[src/rtl/pipe_ctrl_if.sv]
// Handshake bundle between ex/front-end and the pipeline sequencing controller.
interface pipe_ctrl_if;
    logic        jump_en_i;
    logic [31:0] jump_addr_i;
    logic        hold_flag_ex_i;
    logic        mc_req_i;
    logic        mc_done_i;
    logic        halt_req_i;
    logic        jump_en_o;
    logic [31:0] jump_addr_o;
    logic        hold_pc_o;
    logic        hold_if_id_o;
    logic        hold_id_ex_o;
    logic        flush_o;
    logic        halted_o;
    logic        mc_timeout_o;

    modport master (
        output jump_en_i, jump_addr_i, hold_flag_ex_i, mc_req_i, mc_done_i, halt_req_i,
        input  jump_en_o, jump_addr_o, hold_pc_o, hold_if_id_o, hold_id_ex_o,
               flush_o, halted_o, mc_timeout_o
    );

    modport slave (
        input  jump_en_i, jump_addr_i, hold_flag_ex_i, mc_req_i, mc_done_i, halt_req_i,
        output jump_en_o, jump_addr_o, hold_pc_o, hold_if_id_o, hold_id_ex_o,
               flush_o, halted_o, mc_timeout_o
    );
endinterface

[src/rtl/pipe_ctrl.sv]
// Pipeline stall/flush sequencer: PC redirect, stage holds and wrong-path flush.
// Optional multi-cycle watchdog enabled by defining PIPE_CTRL_MC_TIMEOUT_EN.
module pipe_ctrl #(
    parameter int unsigned FLUSH_CYCLES = 2,
    parameter int unsigned MC_TIMEOUT   = 64
) (
    input  logic      clk,
    input  logic      rst,
    pipe_ctrl_if.slave bus
);
    typedef enum logic [1:0] {RUN, FLUSH, MC_WAIT, HALT} state_t;

    localparam logic [3:0] FLUSH_RELOAD = 4'(FLUSH_CYCLES - 1);
    localparam bit         MULTI_FLUSH  = (FLUSH_CYCLES > 1);

    state_t     state;
    logic [3:0] flush_cnt;
    logic       halted;
    logic       jump_en;
    logic       hold;
    logic       flush;
    logic       mc_release;

`ifdef PIPE_CTRL_MC_TIMEOUT_EN
    localparam int unsigned WCW = $clog2(MC_TIMEOUT + 1);
    logic [WCW-1:0] wait_cnt;
    logic           mc_forced;
    logic           mc_timeout;

    assign mc_forced  = (state == MC_WAIT) && !bus.mc_done_i &&
                        (wait_cnt == WCW'(MC_TIMEOUT - 1));
    assign mc_release = bus.mc_done_i || mc_forced;
    assign bus.mc_timeout_o = mc_timeout;
`else
    assign mc_release = bus.mc_done_i;
    assign bus.mc_timeout_o = 1'b0;
`endif

    // Outputs are gated by reset so they read 0 the instant rst falls.
    always_comb begin
        jump_en = 1'b0;
        hold    = 1'b0;
        flush   = 1'b0;
        if (rst) begin
            case (state)
                RUN: begin
                    if (bus.jump_en_i) begin
                        jump_en = 1'b1;
                        flush   = 1'b1;
                    end else if (bus.mc_req_i || bus.hold_flag_ex_i || bus.halt_req_i) begin
                        hold = 1'b1;
                    end
                end
                FLUSH: begin
                    flush   = 1'b1;
                    jump_en = bus.jump_en_i;
                end
                MC_WAIT: hold = !mc_release;
                HALT:    hold = bus.halt_req_i;
                default: ;
            endcase
        end
    end

    assign bus.jump_en_o    = jump_en;
    assign bus.jump_addr_o  = jump_en ? bus.jump_addr_i : '0;
    assign bus.hold_pc_o    = hold;
    assign bus.hold_if_id_o = hold;
    assign bus.hold_id_ex_o = hold;
    assign bus.flush_o      = flush;
    assign bus.halted_o     = halted;

    always_ff @(posedge clk or negedge rst) begin
        if (!rst) begin
            state     <= RUN;
            flush_cnt <= '0;
            halted    <= 1'b0;
`ifdef PIPE_CTRL_MC_TIMEOUT_EN
            wait_cnt   <= '0;
            mc_timeout <= 1'b0;
`endif
        end else begin
            // Registered view of "still halted next cycle", so it lags entry by one cycle.
            halted <= (state == HALT) && bus.halt_req_i;
            case (state)
                RUN: begin
                    if (bus.jump_en_i) begin
                        if (MULTI_FLUSH) begin
                            flush_cnt <= FLUSH_RELOAD;
                            state     <= FLUSH;
                        end
                    end else if (bus.mc_req_i) begin
                        state <= MC_WAIT;
`ifdef PIPE_CTRL_MC_TIMEOUT_EN
                        wait_cnt <= '0;
`endif
                    end else if (bus.hold_flag_ex_i) begin
                        state <= RUN;
                    end else if (bus.halt_req_i) begin
                        state <= HALT;
                    end
                end
                FLUSH: begin
                    if (bus.jump_en_i) begin
                        flush_cnt <= FLUSH_RELOAD;
                    end else if (flush_cnt == 4'd1) begin
                        flush_cnt <= '0;
                        state     <= RUN;
                    end else begin
                        flush_cnt <= flush_cnt - 4'd1;
                    end
                end
                MC_WAIT: begin
                    if (mc_release) state <= RUN;
`ifdef PIPE_CTRL_MC_TIMEOUT_EN
                    if (wait_cnt != WCW'(MC_TIMEOUT)) wait_cnt <= wait_cnt + 1'b1;
                    if (mc_forced) mc_timeout <= 1'b1;
`endif
                end
                HALT: begin
                    if (!bus.halt_req_i) state <= RUN;
                end
                default: state <= RUN;
            endcase
        end
    end
endmodule

[src/flat_wrapper.sv]
// flat-port wrapper written by rule: the top's interface ports become plain ports
module pipe_ctrl_flat 
#(
    parameter int unsigned FLUSH_CYCLES = 2,
    parameter int unsigned MC_TIMEOUT   = 64
)
  (clk, rst, bus_jump_en_i, bus_jump_addr_i, bus_hold_flag_ex_i, bus_mc_req_i, bus_mc_done_i, bus_halt_req_i, bus_jump_en_o, bus_jump_addr_o, bus_hold_pc_o, bus_hold_if_id_o, bus_hold_id_ex_o, bus_flush_o, bus_halted_o, bus_mc_timeout_o);
  pipe_ctrl_if bus_i ();
  input  logic clk;
  input  logic rst;
  input wire logic [$bits(bus_i.jump_en_i)-1:0] bus_jump_en_i;
  input wire logic [$bits(bus_i.jump_addr_i)-1:0] bus_jump_addr_i;
  input wire logic [$bits(bus_i.hold_flag_ex_i)-1:0] bus_hold_flag_ex_i;
  input wire logic [$bits(bus_i.mc_req_i)-1:0] bus_mc_req_i;
  input wire logic [$bits(bus_i.mc_done_i)-1:0] bus_mc_done_i;
  input wire logic [$bits(bus_i.halt_req_i)-1:0] bus_halt_req_i;
  output wire logic [$bits(bus_i.jump_en_o)-1:0] bus_jump_en_o;
  output wire logic [$bits(bus_i.jump_addr_o)-1:0] bus_jump_addr_o;
  output wire logic [$bits(bus_i.hold_pc_o)-1:0] bus_hold_pc_o;
  output wire logic [$bits(bus_i.hold_if_id_o)-1:0] bus_hold_if_id_o;
  output wire logic [$bits(bus_i.hold_id_ex_o)-1:0] bus_hold_id_ex_o;
  output wire logic [$bits(bus_i.flush_o)-1:0] bus_flush_o;
  output wire logic [$bits(bus_i.halted_o)-1:0] bus_halted_o;
  output wire logic [$bits(bus_i.mc_timeout_o)-1:0] bus_mc_timeout_o;
  assign bus_i.jump_en_i = bus_jump_en_i;
  assign bus_i.jump_addr_i = bus_jump_addr_i;
  assign bus_i.hold_flag_ex_i = bus_hold_flag_ex_i;
  assign bus_i.mc_req_i = bus_mc_req_i;
  assign bus_i.mc_done_i = bus_mc_done_i;
  assign bus_i.halt_req_i = bus_halt_req_i;
  assign bus_jump_en_o = bus_i.jump_en_o;
  assign bus_jump_addr_o = bus_i.jump_addr_o;
  assign bus_hold_pc_o = bus_i.hold_pc_o;
  assign bus_hold_if_id_o = bus_i.hold_if_id_o;
  assign bus_hold_id_ex_o = bus_i.hold_id_ex_o;
  assign bus_flush_o = bus_i.flush_o;
  assign bus_halted_o = bus_i.halted_o;
  assign bus_mc_timeout_o = bus_i.mc_timeout_o;
  pipe_ctrl #(.FLUSH_CYCLES(FLUSH_CYCLES), .MC_TIMEOUT(MC_TIMEOUT)) u_core (.clk(clk), .rst(rst), .bus(bus_i));
endmodule
[config.mk]
export PLATFORM = sky130hd
export DESIGN_NAME = pipe_ctrl_flat
export DESIGN_NICKNAME = d
export VERILOG_FILES = /design/src/rtl/pipe_ctrl_if.sv /design/src/rtl/pipe_ctrl.sv /design/src/flat_wrapper.sv
export SDC_FILE = /design/constraint.sdc
export NUM_CORES = 1
export LEC_CHECK = 0
export CORE_ASPECT_RATIO = 0.75
export CORE_MARGIN = 5
export CORE_UTILIZATION = 28
export DETAILED_ROUTE_END_ITERATION = 8
export GPL_TIMING_DRIVEN = 1
export HOLD_SLACK_MARGIN = 0.05
export PLACE_DENSITY = 0.8
export SYNTH_ARGS = -nofsm -noshare
export SYNTH_HDL_FRONTEND = slang
export SYNTH_SLANG_ARGS = --single-unit
[constraint.sdc]
create_clock -name clk -period 1.57 [get_ports clk]
set_clock_uncertainty 0.15 [all_clocks]
set_input_delay 0.157 -clock clk [delete_from_list [all_inputs] [get_ports clk]]
set_output_delay 0.157 -clock clk [all_outputs]
set_load 0.01 [all_outputs]
==> impl_results.md, run 1 <==
- Status: complete, but fails checks
- Failing checks: negative setup slack
- R2r endpoint: u_core.flush_cnt[2]$_DFFE_PN0P_
- WHS Path Cells: 2
- Leakage: 0.870 nW
- Post-synth EDFFs: 0
- Via/cell ratio: roughly 4.6
- Fillers: about 190
- Register area: about 180 um^2
- Max_cap viols: 0
- Nets@finish: between 200 and 250
- Worst R2R Start: u_core.state[1]$_DFFE_PN0P_
- DP Wirelength: 2520 um
- Hold Path Origin: u_core.flush_cnt[3]$_DFFE_PN0P_
- Final Hold Vio Count: 0
- Cell chain of the critical path: inv_2 > and3_4 > buf_6 > and2_4 > buf_6
- Ys Warns: 0
- Initial antenna violation count: 0
- Fin area: around 1800 um^2
- First-pass DRT Iterations: 4
- Worst-Skew Late Latency: ~0.27 ns
- Max incr delay on CP: between 0.4 and 0.5 ns
- Setup CP Type: reg -> out
- Clk slew on worst S/H paths: 0.06 ns
- Gate count of the mapped netlist: 90
- IO buf count: 76
- Top FF cell, synth: dfrtp_1
- Worst vdd ir: 0.680 mV
- Kind of start point of the critical path: flip-flop
- Syn Nets: between 100 and 150
- Tcrit/Tclk final: 1.07
- Crit path DAT: approximately 1.4 ns
- Top delay family on crit path: flip-flops
- Die W: around 69 um
- Area occupied by multi-input gates: 581 um^2
- Seq cells post-synth: 7
- Starting density of the core: 0.285
- Mean Syn Cell Area: about 8.0 um^2
- Yosys cell types: 29
- Hold path endpoint: u_core.flush_cnt[3]$_DFFE_PN0P_
- Commonest cells post-synth: and2_1, and2_2, dfrtp_1, o21ai_0, inv_1
- Area grow syn2layout: 148%
- Most used cell along the critical path: buf_6
- Site Rows: 16
- F_max: around 600 MHz
- Crit path time final: 1.69 ns
- Setup WS pre-CTS: -0.575 ns
- # diodes: 0
- Fin Hold WS: approximately 0.42 ns
- Root Driver: clkbuf_4
- # DRC: 0
- TritonCTS Buffers: 3
- Synth area leaders: dfrtp_1, and2_1, and2_2
- Count leader, synth: and2_1
- CTS tree: yes
- Sequential share of the synthesized area: 0.242
- Wirelength per Cell: 18.4 um
- Share of layout cells above drive strength 1: 0.540
- Final worst slack: -0.116 ns
- CP Data Required Time: 1.26 ns
- CP Max Fanout: 8
- First-pass GRT wire length: just over 5000 um
- RSZ-0062 raised after global routing: yes
- CTS HTree Levels: 1
- Die area: between 3000 and 4000 um^2
- Post-synth top area share: 0.242
- Cell area after placement: ~1500 um^2
- Drt total wl: just over 4000 um
- Routability cong.: between 0.8 and 0.9
- Reg2Reg Setup Slack: around 0.060 ns
- Crit path buf inv count: 3
- CP Capture Type: output port
- PwrDens: between 800 and 900 nW/um^2
- Iteration-0 DRC Markers: 44
- Slew Viols, Final: 0
- Routed Antenna Nets: 0
- HP Class: reg -> reg
- Clk buf depth: 2
- Asr flop ratio synth: 1.00
- Final setup vio count: 35
- I/O pin count: 78
- GRT Resource Usage Total: 0.190
- Vias post-DR: about 1000
- Slowest cell on crit path: dfrtp_1
- Clk sink count: 7
- Pin count of the biggest net entering global routing: 9
- Synth area leader: dfrtp_1
- Vias in the first global route: ~1000
- Die height: roughly 54 um
- Overflow after GRT: 0
- Core area: roughly 2500 um^2
- Synth Cell Area: slightly above 700 um^2
- Reg2Reg Depth: 5
-- registers in the layout (all words and copies together), names as in the netlist --
name                 flops
u_core.bus.halted_o      1
u_core.state             2
u_core.flush_cnt         4
-- worst register-to-register path, cell delays in order, from the launching register on --
cell and delay (ns):
dfrtp_1 0.41, buf_4 0.16, buf_6 0.13, nor2_1 0.18, o21ai_0 0.15, o31ai_1 0.25
-- routing by layer --
metal / track usage / share of wire
met4: 0.0550 / 0.011
met2: 0.342 / 0.51
met5: 0 / 0
met1: 0.220 / 0.36
met3: 0.0522 / 0.12
-- worst max path at each step --
stage / startpoint / to / depth (start not counted)
after floorplan: u_core.state[1]$_DFFE_PN0P_ / bus_hold_if_id_o / 5
after global placement: bus_jump_en_i / bus_jump_addr_o[13] / 4
after detailed placement: bus_jump_en_i / bus_hold_id_ex_o / 5
after CTS: u_core.state[1]$_DFFE_PN0P_ / bus_hold_id_ex_o / 5
after global routing: u_core.state[1]$_DFFE_PN0P_ / bus_hold_id_ex_o / 5
final: u_core.state[1]$_DFFE_PN0P_ / bus_jump_addr_o[20] / 5
-- report_power, final --
group / leakage, nW / internal (W) / switching (W)
Combinational: 0.764 / 0.000607 / 0.000452
Clock: 0.0177 / 0.0000938 / 0.0000795
Sequential: 0.0886 / 0.000240 / 0.0000678
Total: 0.870 / 0.000941 / 0.000599
-- kinds of logic (layout without fill, tap and decap cells) --
group | count (synthesis) | count (layout) | synth area share
simple gates | 53 | 57 | 0.465
other cells | 1 | 1 | 0.00518
flops | 7 | 7 | 0.242
buf+inv | 13 | 108 | 0.126
mux | 1 | 1 | 0.0138
compound gates | 13 | 13 | 0.114
fa+ha+maj | 2 | 2 | 0.0345
-- stage by stage --
stage                     setup TNS (ns)   util  instances  power [W]
final                              -2.33  0.707        225    0.00154
after global routing               -3.90  0.707        225    0.00165
after CTS                          -2.42  0.656        223    0.00141
after detailed placement          -18.51  0.597        202    0.00108
after global placement            -17.18  0.597        202    0.00104
after floorplan                        0      -         90   0.000720
-- layout by cell type (no fill, tap or decap), types with 2 or more instances in the layout --
master	netlist	layout
nor2_1	4	3
and3_4	1	5
clkdlybuf4s50_1	0	37
and2_4	0	26
dlygate4sd2_1	0	2
clkbuf_4	0	3
buf_2	1	10
nand2_1	4	4
o21ai_0	6	5
and2_1	20	6
nor3_1	3	2
buf_4	3	12
inv_1	5	4
ha_1	2	2
buf_6	4	36
dfrtp_1	7	6
nor4b_1	2	2
-- cell type report --
| cell class | instances | area share |
|---|---|---|
| flip-flops and latches | 7 | 0.0982 |
| clock buffers | 3 | 0.0125 |
| multi-input cells | 74 | 0.323 |
| repair buffers | 99 | 0.528 |
| well taps | 36 | 0.0251 |
| clock inverters | 1 | 0.00279 |
| inverters | 5 | 0.0104 |
-- what timing repair did --
action | CTS | global route
resized for setup | 190 | 35
setup endpoints to repair | 37 | 38
endpoints found under the hold margin | 7 | 0
gates cloned | 4 | 0
buffers inserted | 12 | 2
hold buffers | 1 | 0
pin swaps | 17 | 15
(Power assumes the default switching activity.)
==> inputs of run 2 (changes only) <==
Settings changed: CAP_MARGIN set to 15.
==> results of run 2 <==
Final layout, timing and power as in run 1 (identical DEF).
